--- config.mk ---
export PLATFORM = sky130hd
export DESIGN_NAME = clk_div_bank_flat
export DESIGN_NICKNAME = d
export VERILOG_FILES = /design/src/rtl/clk_div_pkg.sv /design/src/rtl/clk_div_bank_if.sv /design/src/rtl/clk_div_channel.sv /design/src/rtl/clk_div_bank.sv /design/src/flat_wrapper.sv
export SDC_FILE = /design/constraint.sdc
export NUM_CORES = 1
export LEC_CHECK = 0
export CORE_MARGIN = 2
export CORE_UTILIZATION = 30
export CTS_BUF_LIST = sky130_fd_sc_hd__clkbuf_16
export CTS_CLUSTER_SIZE = 12
export DETAILED_ROUTE_END_ITERATION = 12
export PLACE_DENSITY_LB_ADDON = 0.05
export SYNTH_ARGS = -nofsm -noshare
export SYNTH_HDL_FRONTEND = slang
export SYNTH_SLANG_ARGS = --single-unit
--- constraint.sdc ---
create_clock -name clk -period 3.64 [get_ports clk]
set_input_delay 0.546 -clock clk [delete_from_list [all_inputs] [get_ports clk]]
set_output_delay 0.546 -clock clk [all_outputs]
set_load 0.01 [all_outputs]
--- src/rtl/clk_div_pkg.sv ---
// Shared constants, channel state type and index-width helper for the
// clock-divider bank.
package clk_div_pkg;

  localparam int CNT_W_DEFAULT = 32;

  typedef enum logic {
    STOPPED = 1'b0,
    RUNNING = 1'b1
  } ch_state_e;

  // Channel-select width; a single channel still needs a 1-bit select.
  function automatic int ch_width(input int n);
    return (n <= 1) ? 1 : $clog2(n);
  endfunction

endpackage

--- src/rtl/clk_div_bank_if.sv ---
// Configuration and output bundle of the clock-divider bank.
interface clk_div_bank_if
  import clk_div_pkg::*;
#(
  parameter int NCH   = 4,
  parameter int CNT_W = CNT_W_DEFAULT
);
  localparam int CH_W = ch_width(NCH);

  logic             cfg_wr;
  logic [CH_W-1:0]  cfg_ch;
  logic [CNT_W-1:0] cfg_half;
  logic             sync;
  logic [NCH-1:0]   outclk;
  logic [NCH-1:0]   rise_stb;
  logic [NCH-1:0]   fall_stb;
  logic [NCH-1:0]   running;

  modport master (
    output cfg_wr, cfg_ch, cfg_half, sync,
    input  outclk, rise_stb, fall_stb, running
  );

  modport slave (
    input  cfg_wr, cfg_ch, cfg_half, sync,
    output outclk, rise_stb, fall_stb, running
  );
endinterface

--- src/rtl/clk_div_channel.sv ---
// One divider channel: active/shadow half-period, half-period counter,
// registered square wave and single-cycle edge strobes.
module clk_div_channel
  import clk_div_pkg::*;
#(
  parameter int CNT_W = CNT_W_DEFAULT
) (
  input  logic             clk,
  input  logic             reset_n,
  input  logic             wr,
  input  logic [CNT_W-1:0] wdata,
  input  logic             sync,
  output logic             outclk,
  output logic             rise_stb,
  output logic             fall_stb,
  output logic             running
);

  logic [CNT_W-1:0] act_reg;
  logic [CNT_W-1:0] shadow_reg;
  logic [CNT_W-1:0] count_reg;
  logic             pending_reg;
  logic             outclk_reg;
  logic             rise_reg;
  logic             fall_reg;

  ch_state_e        state;
  logic             at_terminal;
  logic [CNT_W-1:0] act_next;

  assign state       = (act_reg != '0) ? RUNNING : STOPPED;
  assign at_terminal = (count_reg == act_reg - CNT_W'(1));
  // A write landing on a boundary or sync edge bypasses the shadow.
  assign act_next    = wr ? wdata : (pending_reg ? shadow_reg : act_reg);

  always_ff @(posedge clk or negedge reset_n) begin
    if (!reset_n) begin
      act_reg     <= '0;
      shadow_reg  <= '0;
      count_reg   <= '0;
      pending_reg <= 1'b0;
      outclk_reg  <= 1'b0;
      rise_reg    <= 1'b0;
      fall_reg    <= 1'b0;
    end else begin
      rise_reg <= 1'b0;
      fall_reg <= 1'b0;
      if (state == STOPPED) begin
        if (wr) begin
          act_reg   <= wdata;
          count_reg <= '0;
        end
      end else if (sync) begin
        count_reg   <= '0;
        outclk_reg  <= 1'b0;
        fall_reg    <= outclk_reg;
        act_reg     <= act_next;
        pending_reg <= 1'b0;
      end else if (at_terminal) begin
        count_reg  <= '0;
        outclk_reg <= ~outclk_reg;
        if (outclk_reg) begin
          // Falling edge is the full-period boundary.
          fall_reg    <= 1'b1;
          act_reg     <= act_next;
          pending_reg <= 1'b0;
        end else begin
          rise_reg <= 1'b1;
          if (wr) begin
            shadow_reg  <= wdata;
            pending_reg <= 1'b1;
          end
        end
      end else begin
        count_reg <= count_reg + CNT_W'(1);
        if (wr) begin
          shadow_reg  <= wdata;
          pending_reg <= 1'b1;
        end
      end
    end
  end

  assign outclk   = outclk_reg;
  assign rise_stb = rise_reg;
  assign fall_stb = fall_reg;
  assign running  = (state == RUNNING);

endmodule

--- src/rtl/clk_div_bank.sv ---
// Bank of NCH independent clock-pattern channels sharing one config port
// and one phase-align pulse.
module clk_div_bank
  import clk_div_pkg::*;
#(
  parameter int NCH   = 4,
  parameter int CNT_W = CNT_W_DEFAULT
) (
  input  logic          clk,
  input  logic          reset_n,
  clk_div_bank_if.slave bus
);

  localparam int CH_W = ch_width(NCH);

  logic [NCH-1:0] wr_en;
  logic [NCH-1:0] outclk_vec;
  logic [NCH-1:0] rise_vec;
  logic [NCH-1:0] fall_vec;
  logic [NCH-1:0] run_vec;

  genvar gi;
  generate
    for (gi = 0; gi < NCH; gi++) begin : g_ch
      // Selects at or beyond NCH match no channel and are dropped.
      assign wr_en[gi] = bus.cfg_wr && (bus.cfg_ch == CH_W'(gi));

      clk_div_channel #(
        .CNT_W (CNT_W)
      ) u_ch (
        .clk      (clk),
        .reset_n  (reset_n),
        .wr       (wr_en[gi]),
        .wdata    (bus.cfg_half),
        .sync     (bus.sync),
        .outclk   (outclk_vec[gi]),
        .rise_stb (rise_vec[gi]),
        .fall_stb (fall_vec[gi]),
        .running  (run_vec[gi])
      );
    end
  endgenerate

  assign bus.outclk   = outclk_vec;
  assign bus.rise_stb = rise_vec;
  assign bus.fall_stb = fall_vec;
  assign bus.running  = run_vec;

endmodule

--- src/flat_wrapper.sv ---
// flat-port wrapper written by rule: the top's interface ports become plain ports
module clk_div_bank_flat import clk_div_pkg::*;
#(
  parameter int NCH   = 4,
  parameter int CNT_W = CNT_W_DEFAULT
)
  (clk, reset_n, bus_cfg_wr, bus_cfg_ch, bus_cfg_half, bus_sync, bus_outclk, bus_rise_stb, bus_fall_stb, bus_running);
  clk_div_bank_if #(.NCH(NCH), .CNT_W(CNT_W)) bus_i ();
  input  logic clk;
  input  logic reset_n;
  input wire logic [$bits(bus_i.cfg_wr)-1:0] bus_cfg_wr;
  input wire logic [$bits(bus_i.cfg_ch)-1:0] bus_cfg_ch;
  input wire logic [$bits(bus_i.cfg_half)-1:0] bus_cfg_half;
  input wire logic [$bits(bus_i.sync)-1:0] bus_sync;
  output wire logic [$bits(bus_i.outclk)-1:0] bus_outclk;
  output wire logic [$bits(bus_i.rise_stb)-1:0] bus_rise_stb;
  output wire logic [$bits(bus_i.fall_stb)-1:0] bus_fall_stb;
  output wire logic [$bits(bus_i.running)-1:0] bus_running;
  assign bus_i.cfg_wr = bus_cfg_wr;
  assign bus_i.cfg_ch = bus_cfg_ch;
  assign bus_i.cfg_half = bus_cfg_half;
  assign bus_i.sync = bus_sync;
  assign bus_outclk = bus_i.outclk;
  assign bus_rise_stb = bus_i.rise_stb;
  assign bus_fall_stb = bus_i.fall_stb;
  assign bus_running = bus_i.running;
  clk_div_bank #(.NCH(NCH), .CNT_W(CNT_W)) u_core (.clk(clk), .reset_n(reset_n), .bus(bus_i));
endmodule
# == After elaboration in Yosys (flattened, before gate mapping) ==
# Cells that the tools add are included.
# word_totals
output_inout_bits,16
ff_bits,400
in_bits,38
wordCells,205
# op_classes
reduce_logical,29
muxes,116
bitwise_logic,5
addsub,8
eq_ne,19
# op_table
cell,n
$mux 32,56
$add 32x1->32 const B,4
$eq 32x32->1,4
$reduce_bool 32->1,4
$sub 32x1->32 const B,4
$mux 1,60
$ne 3x2->1 const B,8
$reduce_and 3->1,8
$reduce_bool 2->1,8
$ne 2x2->1 const B,4
$reduce_and 2->1,4
$not 1->1,5
$eq 2x2->1 const B,2
$logic_and 1x1->1,4
$eq 2x1->1 const B,1
$logic_not 2->1,1

# == Logic depth before layout (Yosys ltp) ==
# logic_depth
word_depth,7
depth_mapped,13
ltp_nobuf,11

# == By module ==
# Synthesis repeated with hierarchy kept, for this count alone.
# hier_totals
hier_cells,2577
area_unflattened_um2,25523.2
# modules_own_cells
mod,cells_each,seq_area_each_um2,area_per_inst_um2,n_inst
clk_div_channel (u_core.g_ch[0].u_ch ...),650,2502.4,6344.8,2
clk_div_channel (u_core.g_ch[2].u_ch),657,2502.4,6473.7,1
clk_div_channel (u_core.g_ch[3].u_ch),616,2502.4,6322.3,1
clk_div_bank,4,0.0,37.5,1

# == Worst setup path before layout ==
# No wires, ideal clock.
# synth_path
path_kind,reg-to-reg
from,register u_core.g_ch[2].u_ch.act_reg[5]
to,register u_core.g_ch[2].u_ch.shadow_reg[0]
t_arrival_ns,3.436
path_stages_with_launch,11
setup_slack_ns,0.076
synth_period_minus_slack_ns,3.564
cell_sequence,dfrtp_1 -> buf_2 -> or4_4 -> or4_4 -> o41ai_1 -> o21ai_1 -> or2_1 -> or4_1 -> nand3_2 -> buf_6 -> mux2_1
# synth_between
elab_chain_cells,4
elab_cells_between_ends,7
cone_classes,add/sub (1); eq/ne (2); mux (2); reduce/logical (2)
# synth_lines
element,line,source
from (decl),clk_div_channel.sv:19,logic [CNT_W-1:0] act_reg;
from (signal assigned),clk_div_channel.sv:50,act_reg <= wdata;
from (signal assigned),clk_div_channel.sv:57,act_reg <= act_next;
from (signal assigned),clk_div_channel.sv:65,act_reg <= act_next;
$sub 32x1->32,clk_div_channel.sv:32,assign at_terminal = (count_reg == act_reg - CNT_W'(1));
$eq 32x32->1,clk_div_channel.sv:32,
$ne 2x2->1 (no line),--,
$reduce_and 3->1 (no line),--,
to (signal assigned),clk_div_channel.sv:70,shadow_reg <= wdata;
to (signal assigned),clk_div_channel.sv:77,shadow_reg <= wdata;
to (decl),clk_div_channel.sv:20,logic [CNT_W-1:0] shadow_reg;
# Parallel ways exist; a longest one is shown, timed or not.
# A chain may end at the register's enable or synchronous reset.

# == Final worst setup path ==
# layout_path
from,register u_core.g_ch[1].u_ch.act_reg[2]
to,register u_core.g_ch[1].u_ch.count_reg[23]
# layout_between
elab_chain_cells,5
elab_cells_between_ends,8
cone_classes,add/sub (1); eq/ne (1); mux (4); reduce/logical (2)
# layout_lines
element,line,source
from (decl),clk_div_channel.sv:19,
from (signal assigned),clk_div_channel.sv:50,
from (signal assigned),clk_div_channel.sv:57,
from (signal assigned),clk_div_channel.sv:65,
$sub 32x1->32,clk_div_channel.sv:32,
$eq 32x32->1,clk_div_channel.sv:32,
$mux 32,clk_div_channel.sv:59,end else if (at_terminal) begin
$mux 32,clk_div_channel.sv:53,end else if (sync) begin
$mux 32,clk_div_channel.sv:48,if (state == STOPPED) begin
to (signal assigned),clk_div_channel.sv:75,count_reg <= count_reg + CNT_W'(1);
to (decl),clk_div_channel.sv:21,logic [CNT_W-1:0] count_reg;
# Parallel ways exist; a longest one is shown, timed or not.

==> impl_results.md <==
- Outcome: finished with violations
- Failing checks: negative setup slack
- Detailed placer's ending HPWL: about 58 mm
- Fin crit share: 1.01
- Final setup fails: between 40 and 50
- Max Cap Viol: 0
- Htree depth: 2
- Wirelength per Cell: 21.5 µm
- Seq/Total Area, Yosys: 0.405
- # IOs: 54
- RD Place Congestion: about 0.86
- DRT antenna net count: 0
- Area of the mapped netlist: 0.0247 mm²
- P&R area growth vs syn: 31.0%
- YS warnings: 0
- First-pass GRT wire length: 124 mm
- Final wirelength: roughly 83 mm
- Most common cell after layout, fill and taps aside: dfrtp_1
- Power, Total: about 18 mW
- Post-Syn Nets: ~2500
- LEAKAGE: 14.4 nW
- Critical path data required time: around 4.1 ns
- Largest net degree at the start of global routing: 91
- Worst Setup Path Type: reg -> reg
- RSZ-0062 raised after global routing: yes
- Synthesized instance count: 2461
- Peak Freq: roughly 270 MHz
- Die H: 291 µm
- CP arrival: approximately 4.2 ns
- Slew @ Worst Pin: a little over 0.9 ns
- Synth Flop Type: dfrtp_1
- Crit-path max FO: 8
- Num rows: ~110
- CTS tree: yes
- Total Neg Setup Slack: -0.682 ns
- PnR worst setup slack: -0.0422 ns
- Hold path cells: 1
- Avg Cell Area, Syn: around 10 µm²
- Die W: 291 µm
- Overflow after GRT: 0
- Cts bufs inserted: 51
- CP startpoint kind: flip-flop
- Reg2reg start: u_core.g_ch[1].u_ch.act_reg[2]$_DFFE_PN0P_
- GR peak layer: met2
- Min-delay worst type: reg -> reg
- Endpoints failing hold: 0
- Async S/R FF share, synth: 1.00
- CP Capture Type: flip-flop
- I/O Buffers: between 50 and 60
- Final non-filler cell total: between 3000 and 4000
- Slew HR: 0.381
- Most frequent cells in the layout: dfrtp_1 (399), buf_4 (273), nand2_1 (204)
- Power per cell area: ~570 mW/mm²
- Worst IR drop on VDD: roughly 0.00041 V
- Worst R2R Path Depth: 15
- Initial Util: 0.302
- Layout cells sized above 1: 0.339
- Clk buf depth: 3
- Ant diodes: 0
- Slew Viols, Final: 0
- Number of global-route vias before repair: between 20000 and 25000
- Clk pin slew, worst setup/hold paths: ~0.060 ns
- GRT Overall Usage: 0.187
- Yosys reg bits: 400
- DRC violations left: 0
- Antenna violations before repair: 0
- Insertion delay to the later sink of the worst-skew pair: 0.62 ns
- Setup crit start: u_core.g_ch[1].u_ch.act_reg[2]$_DFFE_PN0P_
- DRT iter0 DRCs: roughly 920
- Vias: 20200
- Met2 Track Usage GR: 0.304
- M1 GR Usage: 0.266
- CORE AREA: slightly above 0.08 mm²
- Num Clock Sinks: 400
- Post-Place Cells: 3714
- Nets: approximately 2800
- Startpoint of the worst hold path: u_core.g_ch[0].u_ch.shadow_reg[9]$_DFFE_PN0P_
- CTS root buffer: clkbuf_16
- Die ar.: 0.0846 mm²
- Final setup skew: 0.0167 ns
- Final min period: around 3.7 ns
- Cell variety after synth: between 90 and 100
- Grt met3 use: 0.0202
- First-pass iteration count of the detailed router: 7
- Via-to-Cell Ratio: around 5.2
- Post-synth EDFFs: 0
==> cell usage after synthesis (6+ instances only) <==
cell	instances	area [µm²]
nor3b_1	20	150
and3_1	42	263
a211o_1	17	149
o31ai_1	12	90.1
nand2_1	205	769
or4b_1	6	60.1
nor4_1	45	282
buf_4	21	158
or4_1	29	218
nor3_1	89	445
o21a_1	12	90.1
a21oi_1	50	250
dfrtp_1	400	10000
a31oi_1	17	106
a211oi_1	9	67.6
a21o_1	36	270
nand3_1	147	736
nor2_1	133	499
xnor2_1	96	841
mux2_2	184	2070
nor2b_1	10	62.6
mux2_4	27	405
nor4b_1	18	158
and2_1	15	93.8
nand3b_1	34	255
nand4_1	47	294
mux2i_1	39	390
xor2_1	67	587
o21ai_0	70	350
or3_1	45	282
and4_1	11	96.3
inv_1	40	150
ha_1	12	150
buf_6	13	146
mux2_1	151	1700
nor2_2	10	62.6
buf_2	26	130
or2_2	17	106
clkbuf_1	85	319
a21boi_0	6	45.0
nor4_2	7	87.6
nand2b_1	17	106
nor4bb_1	7	70.1
o211ai_1	12	90.1
nand4b_1	7	61.3
==> cells by family after synthesis <==
| kind of cell | count (synthesis) | synth area share |
|---|---|---|
| flip-flops | 400 | 0.405 |
| AO/OA/AOI/OAI | 303 | 0.0842 |
| multiplexers | 401 | 0.185 |
| buffers and inverters | 188 | 0.0371 |
| adder cells (fa/ha/maj) | 12 | 0.00608 |
| XOR/XNOR | 163 | 0.0578 |
| AND/OR/NAND/NOR | 994 | 0.224 |
==> metrics by stage <==
stage	utilization	worst slack, ns	cell area (µm²)	hold slack, ns
2_1_floorplan	-	0.0764	24700	0.250
3_3_place_gp	0.345	-0.313	28200	0.462
3_5_place_dp	0.345	-0.299	28200	0.472
4_1_cts	0.375	-0.0836	30700	0.486
5_1_grt	0.395	-0.192	32300	0.498
6_report	0.395	-0.0422	32300	0.486
==> worst max-delay path, stage by stage, from the launching register on <==
cell	delay [ns]
dfrtp_1	0.39
or4_4	0.55
buf_6	0.16
nor4_4	0.26
xnor2_2	0.11
buf_4	0.14
or4_4	0.53
nor4b_4	0.30
buf_4	0.14
nand4_1	0.08
buf_6	0.15
nand3_4	0.17
buf_6	0.15
buf_8	0.13
nor2_1	0.05
a211o_1	0.25
==> metal layers <==
metal / share of wire / up-vias
met5: 0 / -
met4: 0.021 / 0
met3: 0.025 / 103
met2: 0.46 / 264
met1: 0.49 / 10200
li1: - / 9629
==> worst paths after layout <==
check,to,slack [ns]
max,u_core.g_ch[1].u_ch.count_reg[23]$_DFFE_PN0P_,-0.04
min,u_core.g_ch[0].u_ch.shadow_reg[9]$_DFFE_PN0P_,0.49
min reg2reg,u_core.g_ch[0].u_ch.shadow_reg[9]$_DFFE_PN0P_,0.49
max reg2reg,u_core.g_ch[1].u_ch.count_reg[23]$_DFFE_PN0P_,-0.04
min in group asynchronous,u_core.g_ch[3].u_ch.count_reg[3]$_DFFE_PN0P_,0.56
max in group asynchronous,u_core.g_ch[0].u_ch.count_reg[25]$_DFFE_PN0P_,2.14
==> repair_timing <==
| action | 4_1_cts | 5_1_grt |
|---|---|---|
| hold buffers | 1 | 0 |
| endpoints found under the hold margin | 9 | 0 |
| pin swaps | 21 | 64 |
| gates resized for setup | 100 | 264 |
| cloned | 9 | 18 |
| buffers inserted | 16 | 27 |
| endpoints found under the setup margin | 305 | 346 |
==> where the power goes <==
part           switching (mW)  internal, mW
clock network            2.13          2.97
logic                    3.42          3.79
registers               0.791          5.36
total                    6.35          12.1
==> area by class of cell <==
type                       count  area (µm²)
fill                        8011       49500
sequential                   400       10000
timing repair buffer         400        4000
multi-input combinational   1874       15200
clock buffer                  53        1330
inverter                      40         150
tap                         1070        1340
clock inverter                39         309
Power figures use the tool's default switching activity.
